### src/rtl/hdc_feature_framer.sv
// Packs one channel sample per beat into NUM_CHANNEL-wide feature frames and
// presents them to the fusion core through a two-slot ping-pong buffer.
`ifndef TOTAL_NUM_CHANNEL
`define TOTAL_NUM_CHANNEL 8
`endif
`ifndef CHANNEL_WIDTH
`define CHANNEL_WIDTH 8
`endif

module hdc_feature_framer_lane #(
  parameter int W = 8
) (
  input  logic         clk,
  input  logic         rst,
  input  logic         wr_en,
  input  logic         wr_sel,
  input  logic [W-1:0] wr_data,
  input  logic         rd_sel,
  output logic [W-1:0] rd_data
);
  logic [1:0][W-1:0] slot;

  always_ff @(posedge clk or negedge rst)
    if (!rst)       slot <= '0;
    else if (wr_en) slot[wr_sel] <= wr_data;

  assign rd_data = slot[rd_sel];
endmodule

module hdc_feature_framer #(
  parameter int NUM_CHANNEL   = `TOTAL_NUM_CHANNEL,
  parameter int CHANNEL_WIDTH = `CHANNEL_WIDTH,
  parameter int ERR_CNT_WIDTH = 8
) (
  input  logic                               clk,
  input  logic                               rst,
  input  logic [CHANNEL_WIDTH-1:0]           sin_data,
  input  logic                               sin_last,
  input  logic                               sin_valid,
  output logic                               sin_ready,
  output logic [NUM_CHANNEL*CHANNEL_WIDTH-1:0] features_top,
  output logic                               fin_valid,
  input  logic                               fin_ready,
  output logic [ERR_CNT_WIDTH-1:0]           frame_err_cnt
);
  localparam int IDX_W = $clog2(NUM_CHANNEL);
  localparam logic [IDX_W-1:0] LAST_IDX = IDX_W'(NUM_CHANNEL - 1);

  logic [IDX_W-1:0] idx;
  logic             wr_ptr, rd_ptr;
  logic [1:0]       count;
  logic             accept, at_end, commit, misalign, pop;
  logic [NUM_CHANNEL-1:0][CHANNEL_WIDTH-1:0] lane_out;

  // Ready depends only on held-frame count; reset forces it low on the pin.
  assign sin_ready = rst && (count != 2'd2);
  assign fin_valid = (count != 2'd0);
  assign accept    = sin_valid && (count != 2'd2);
  assign at_end    = (idx == LAST_IDX);
  assign commit    = accept && at_end && sin_last;
  assign misalign  = accept && (at_end != sin_last);
  assign pop       = fin_valid && fin_ready;

  always_ff @(posedge clk or negedge rst)
    if (!rst) begin
      idx    <= '0;
      wr_ptr <= 1'b0;
    end else if (accept) begin
      idx <= (at_end || sin_last) ? '0 : idx + IDX_W'(1);
      if (commit) wr_ptr <= ~wr_ptr;
    end

  always_ff @(posedge clk or negedge rst)
    if (!rst) begin
      rd_ptr <= 1'b0;
      count  <= 2'd0;
    end else begin
      if (pop) rd_ptr <= ~rd_ptr;
      case ({commit, pop})
        2'b10:   count <= count + 2'd1;
        2'b01:   count <= count - 2'd1;
        default: count <= count;
      endcase
    end

  always_ff @(posedge clk or negedge rst)
    if (!rst)
      frame_err_cnt <= '0;
    else if (misalign && (frame_err_cnt != {ERR_CNT_WIDTH{1'b1}}))
      frame_err_cnt <= frame_err_cnt + ERR_CNT_WIDTH'(1);

  // count<2 whenever a beat is accepted, so wr_ptr never aliases the presented slot.
  for (genvar k = 0; k < NUM_CHANNEL; k++) begin : g_lane
    hdc_feature_framer_lane #(.W(CHANNEL_WIDTH)) u_lane (
      .clk     (clk),
      .rst     (rst),
      .wr_en   (accept && (idx == IDX_W'(k))),
      .wr_sel  (wr_ptr),
      .wr_data (sin_data),
      .rd_sel  (rd_ptr),
      .rd_data (lane_out[k])
    );
  end

  assign features_top = lane_out;
endmodule

### config.mk
export PLATFORM = sky130hd
export DESIGN_NAME = hdc_feature_framer
export DESIGN_NICKNAME = d
export VERILOG_FILES = /design/src/rtl/hdc_feature_framer.sv
export SDC_FILE = /design/constraint.sdc
export NUM_CORES = 1
export LEC_CHECK = 0
export CAP_MARGIN = 40
export CORE_UTILIZATION = 50
export CTS_BUF_LIST = sky130_fd_sc_hd__clkbuf_16
export CTS_CLUSTER_SIZE = 24
export DETAILED_ROUTE_END_ITERATION = 6
export MAX_ROUTING_LAYER = met4
export PLACE_DENSITY_LB_ADDON = 0.3
export SETUP_SLACK_MARGIN = 0.2
export SYNTH_ARGS = -nofsm -noshare
export SYNTH_HDL_FRONTEND = slang
export SYNTH_SLANG_ARGS = --single-unit
### constraint.sdc
create_clock -name clk -period 2.57 [get_ports clk]
set_input_delay 0.771 -clock clk [delete_from_list [all_inputs] [get_ports clk]]
set_output_delay 0.771 -clock clk [all_outputs]
set_load 0.01 [all_outputs]
# --- Word level (Yosys, flattened, before mapping) ---
# Index checks and enable logic that the tools add are counted.
totals:
  reg_bits: 143
  wordCells: 90
classes:
  addsub: 4
  n_lt_le_gt_ge: 3
  n_eq_ne: 12
  n_mux: 28
  bitwise_logic: 2
  n_reduce_logical: 20
op_table:
  columns: ["cell", "count"]
  rows:
  - ["8-bit 2-to-1 mux", 17]
  - ["16-bit bitwise mux", 8]
  - ["1-bit logical AND", 15]
  - ["3-bit equality test (second input constant)", 4]
  - ["8-bit by 1-bit adder with 8-bit output (second input constant)", 1]
  - ["8-bit demux with 1-bit select", 1]
  - ["8-bit inequality test (second input constant)", 1]
  - ["3-bit by 2-bit equality test with 1-bit output (second input constant)", 2]
  - ["1-bit by 2-bit less-than comparator with 1-bit output (second input constant)", 2]
  - ["2-bit case mux with 2 select lines", 1]
  - ["2-bit nonzero test", 2]
  - ["3-bit by 1-bit adder with 3-bit output (second input constant)", 1]
  - ["3-bit by 1-bit equality test with 1-bit output (second input constant)", 1]
  - ["3-bit logical NOT", 1]
  - ["3-bit 2-to-1 mux", 1]
  - ["2-bit by 1-bit adder with 2-bit output (second input constant)", 1]
  - ["2-bit by 1-bit equality test with 1-bit output (second input constant)", 1]
  - ["2-bit equality test (second input constant)", 1]
  - ["2-bit inequality test (second input constant)", 1]
  - ["1-bit inverter", 2]
  - ["2-bit AND reduction", 1]
  - ["2-bit by 1-bit subtractor with 2-bit output (second input constant)", 1]
  - ["1-bit >= comparator (second input constant)", 1]
  - ["1-bit logical OR", 1]
  - ["1-bit inequality test", 1]

# --- Depth between registers and ports, before layout ---
logic_depth:
  depth_word: 6
  depth_mapped: 9

# --- Modules after synthesis ---
# Synthesis repeated with hierarchy kept, for this count alone.
hier_totals:
  hier_cells: 441
  hier_area_um2: 6797.8
by_module_without_submodules:
  columns: ["mod", "n_inst", "cells_per_inst", "area_per_inst_um2"]
  rows:
  - ["hdc_feature_framer_lane", 8, 44, 737.0]
  - ["hdc_feature_framer", 1, 89, 902.1]

# --- Worst setup path after synthesis ---
# OpenSTA, ideal clock, no wires.
synth_path:
  kind: "reg2out"
  from: "register rd_ptr"
  to: "output features_top[0]"
  arrival_ps: 1232
  path_slack_ps: 567
  stages_incl_launch_ff: 4
  path_cell_list: "dfrtp_1 -> clkbuf_1 -> buf_2 -> mux2_2"
synth_via:
  elab_chain_len: 2
synth_rtl:
  columns: ["element", "line_no", "rtl"]
  rows:
  - ["start, declared", "50", "logic wr_ptr, rd_ptr;"]
  - ["start signal, assigned", "78", "if (pop) rd_ptr <= ~rd_ptr;"]
  - ["8-bit 2-to-1 mux (implied by the code) (2 in series)", "27", "assign rd_data = slot[rd_sel];"]
  - ["end, declared", "41", "output logic [NUM_CHANNEL*CHANNEL_WIDTH-1:0] features_top,"]
# No other way between the ends. The select of a mux whose other input is x is not followed.

# --- Worst setup path after layout ---
layout_path:
  from: "register rd_ptr"
  to: "output features_top[41]"
# Same word-level chain as after synthesis.

==> results.sh <==
export IMPL_status="complete, no violations"
export IMPL_cp_arrival_ps=1700
export IMPL_min_period_ps=2469
export IMPL_synthAdderAreaFrac_pct=1.670
export IMPL_worstPathMaxFanout=4
export IMPL_maxCapViolations=0
export IMPL_fillers=907
export IMPL_fp_row_count=42
export IMPL_p_switching_uw=3040
export IMPL_wl_met1_mm=6.846
export IMPL_synthMuxAreaShare_pct=34.98
export IMPL_period_share_pct=96.08
export IMPL_dr_wl_met2_mm=7.525
export IMPL_power_share_switching_pct=30.27
export IMPL_synth_seq_area_share_pct=53.07
export IMPL_reg2reg_slack_ps=520
export IMPL_yosys_area_share_simple_pct=6.216
export IMPL_dieWidth_um=118.1
export IMPL_track_usage_pct=23.65
export IMPL_cts_sink_count=143
export IMPL_slew_headroom_pct=48.19
export IMPL_totalWireLength_mm=15.13
export IMPL_min_from="g_lane[3].u_lane.slot[5]$_DFFE_PN0P_"
export IMPL_cts_tree="yes"
export IMPL_drt_iter0_markers=217
export IMPL_via_count=4051
export IMPL_die_h_um=118.1
export IMPL_syn_area_per_cell_um2=15.26
export IMPL_worst_pin_slew_ps=774.7
export IMPL_routed_wl_met3_um=549
export IMPL_ys_flop_type="dfrtp_1"
export IMPL_slowest_stage="dfrtp_2"
export IMPL_final_cell_count_no_fill=758
export IMPL_yosys_top_cells_area="dfrtp_1, mux2_2, mux2_4"
export IMPL_dpl_cell_area_mm2=0.007964
export IMPL_r2r_end="frame_err_cnt[5]$_DFFE_PN0P_"
export IMPL_synth_seq_cells=143
export IMPL_top_level_ports=87
export IMPL_antenna_left=0
export IMPL_post_synth_top_count_cell="mux2_2"
export IMPL_drive_gt1_share_pct=59.28
export IMPL_critPathBufInv=4
export IMPL_top_layer_used="met4"
export IMPL_hold_class="reg2reg"
export IMPL_rsz0062_at_grt="yes"
export IMPL_io_buffer_count=86
export IMPL_synth_compound_area_share_pct=0.3155
export IMPL_p_per_area_mw_per_mm2=1133
export IMPL_antenna_found_initial=0
export IMPL_ys_warn_count=0
export IMPL_critPathMaxStageDelay_ps=370
export IMPL_drt_pass1_iter_count=4
export IMPL_synth_top_cell_area_share_pct=53.07
export IMPL_hold_path_endpoint="g_lane[3].u_lane.slot[5]$_DFFE_PN0P_"
export IMPL_grt_overflow=0
export IMPL_clock_skew_final_ps=6.073
export IMPL_r2r_start="idx[0]$_DFFE_PN0P_"
export IMPL_synth_top_family_by_area="multiplexers"
export IMPL_internal_power_uw=7001
export IMPL_cts_made_buffers=17
export IMPL_cp_data_required_time_ps=1800
export IMPL_fmax_ghz=0.4050
export IMPL_slew_viol_final=0
export IMPL_initial_core_util_pct=51.12
export IMPL_gp_congestion=0.7814
export IMPL_synth_xor_area_share_pct=1.039
export IMPL_path_clk_slew_ps=60
export IMPL_power_frac_clock_pct=21.4
export IMPL_core_mm2=0.01319
export IMPL_syn_nets=464
export IMPL_postLayoutCoreUtil_pct=67.21
export IMPL_r2r_cells=7
export IMPL_finalSetupViolCount=0
export IMPL_fin_nets=592
export IMPL_netlist_instances=442
export IMPL_cpMostUsedCell="buf_6"
export IMPL_cp_top_family="buffers and inverters"
export IMPL_clk_latency_ps=420
export IMPL_cp_cell_sequence="buf_6 > buf_8 > clkbuf_16 > mux2_2 > buf_6"
export IMPL_power_share_sequential_pct=33.6
export IMPL_grt_pass1_wl_mm=23.91
export IMPL_postLayoutCellArea_mm2=0.008865
export IMPL_cts_hold_fix_buffers=0
export IMPL_area_growth_pct=31.47
export IMPL_async_reset_ff_share_pct=100.0
export IMPL_cp_end_kind="output port"
export IMPL_p_comb_share_pct=44.9
export IMPL_root_buffer="clkbuf_16"
export IMPL_syn_area_mm2=0.006743
export IMPL_path_class="reg2out"
export IMPL_post_drt_wl_per_cell_um=19.96
export IMPL_hold_depth=1
export IMPL_ys_types=35
export IMPL_ys_top_cells_by_count="mux2_2, dfrtp_1, mux2_4, clkbuf_1, ha_1"
export IMPL_cts_buffer_depth=2
export IMPL_synth_edf_count=0
export IMPL_irDropWorstVdd_uv=652.7
export IMPL_drc=0
export IMPL_htree_levels=4
export IMPL_p_leak_uw=0.004377
export IMPL_antenna_cells=0
export IMPL_dp_cells=707
export IMPL_timing_final_hold_violations=0
export IMPL_dp_hpwl_mm=8.882
export IMPL_via_per_inst=5.344
export IMPL_synth_area_leader_cell="dfrtp_1"
export IMPL_die_area_mm2=0.01395
export IMPL_cp_start_kind="register"
export IMPL_grt_pass1_vias=4295
export IMPL_grt_max_degree=144
==> power groups by stage <==
stage	Sequential (uW)	Combinational (uW)	Clock [uW]
CTS	3360	4050	2190
global route	3470	4770	2290
floorplan	3280	2210	0
global placement	3350	3650	0
finish	3370	4510	2150
detailed placement	3390	3710	0
==> worst max-delay path by stage <==
| stage | from | to | slack (ps) | depth (start not counted) |
|---|---|---|---|---|
| 6_report | rd_ptr$_DFFE_PN0P_ | features_top[41] | 100 | 5 |
| 5_1_grt | rd_ptr$_DFFE_PN0P_ | features_top[41] | 50 | 5 |
| 3_5_place_dp | sin_valid | g_lane[1].u_lane.slot[7]$_DFFE_PN0P_ | -20 | 6 |
| 3_3_place_gp | sin_valid | g_lane[1].u_lane.slot[9]$_DFFE_PN0P_ | 20 | 5 |
| 2_1_floorplan | rd_ptr$_DFFE_PN0P_ | features_top[0] | 570 | 3 |
| 4_1_cts | rd_ptr$_DFFE_PN0P_ | features_top[47] | 100 | 5 |
==> sequential cells by signal, indices dropped and copies added, names as in the netlist <==
signal              count
rd_ptr                  1
count                   2
frame_err_cnt           8
wr_ptr                  1
g_lane.u_lane.slot    128
idx                     3
==> kinds of logic (layout without fill, tap and decap cells) <==
kind of cell | count (synthesis) | in the layout
adder cells (fa/ha/maj) | 9 | 9
XOR/XNOR | 8 | 8
AND/OR/NAND/NOR | 50 | 50
buffers and inverters | 31 | 171
AO/OA/AOI/OAI | 4 | 4
flip-flops | 143 | 143
multiplexers | 197 | 197
==> timing repair <==
item	4_1_cts	5_1_grt
gates resized for setup	288	45
endpoints found under the setup margin	66	61
buffers inserted	11	2
gates cloned	5	2
==> metal layers <==
metal / vias to the layer above / global-route usage [%]
met5: - / -
met4: 0 / 7.933
met3: 14 / 6.347
met2: 70 / 36.36
met1: 2125 / 30.39
li1: 1842 / -
==> per-stage QoR <==
stage	worst slack, ps	total power, uW	hold slack, ps	setup TNS [ps]
3_3_place_gp	22.33	7005	471.4	0
3_5_place_dp	-24.52	7108	489.7	-215.6
2_1_floorplan	566.9	5488	458.5	0
6_report	100.7	10040	495.7	0
5_1_grt	50.19	10530	508.8	0
4_1_cts	96.06	9601	501.6	0
==> cells in the final DEF (no fill, tap or decap), types with 6 or more instances in the layout <==
| cell | n |
|---|---|
| buf_2 | 8 |
| dfrtp_1 | 142 |
| inv_1 | 7 |
| nand4_1 | 6 |
| clkdlybuf4s50_1 | 19 |
| buf_4 | 28 |
| nand2_1 | 7 |
| buf_6 | 59 |
| buf_12 | 9 |
| mux2_4 | 46 |
| clkinv_1 | 8 |
| mux2_2 | 148 |
| clkbuf_16 | 19 |
| ha_1 | 9 |
==> cell type report <==
cell class,instances,area [um2],area share [%]
multi-input cells,268,3012,33.97
flip-flops and latches,143,3580,40.38
inverters,6,22.52,0.2541
clock inverters,14,85.08,0.9598
well taps,176,220.2,2.484
clock buffers,17,425.4,4.799
repair buffers,134,1520,17.15
Power figures use the tool's default switching activity.
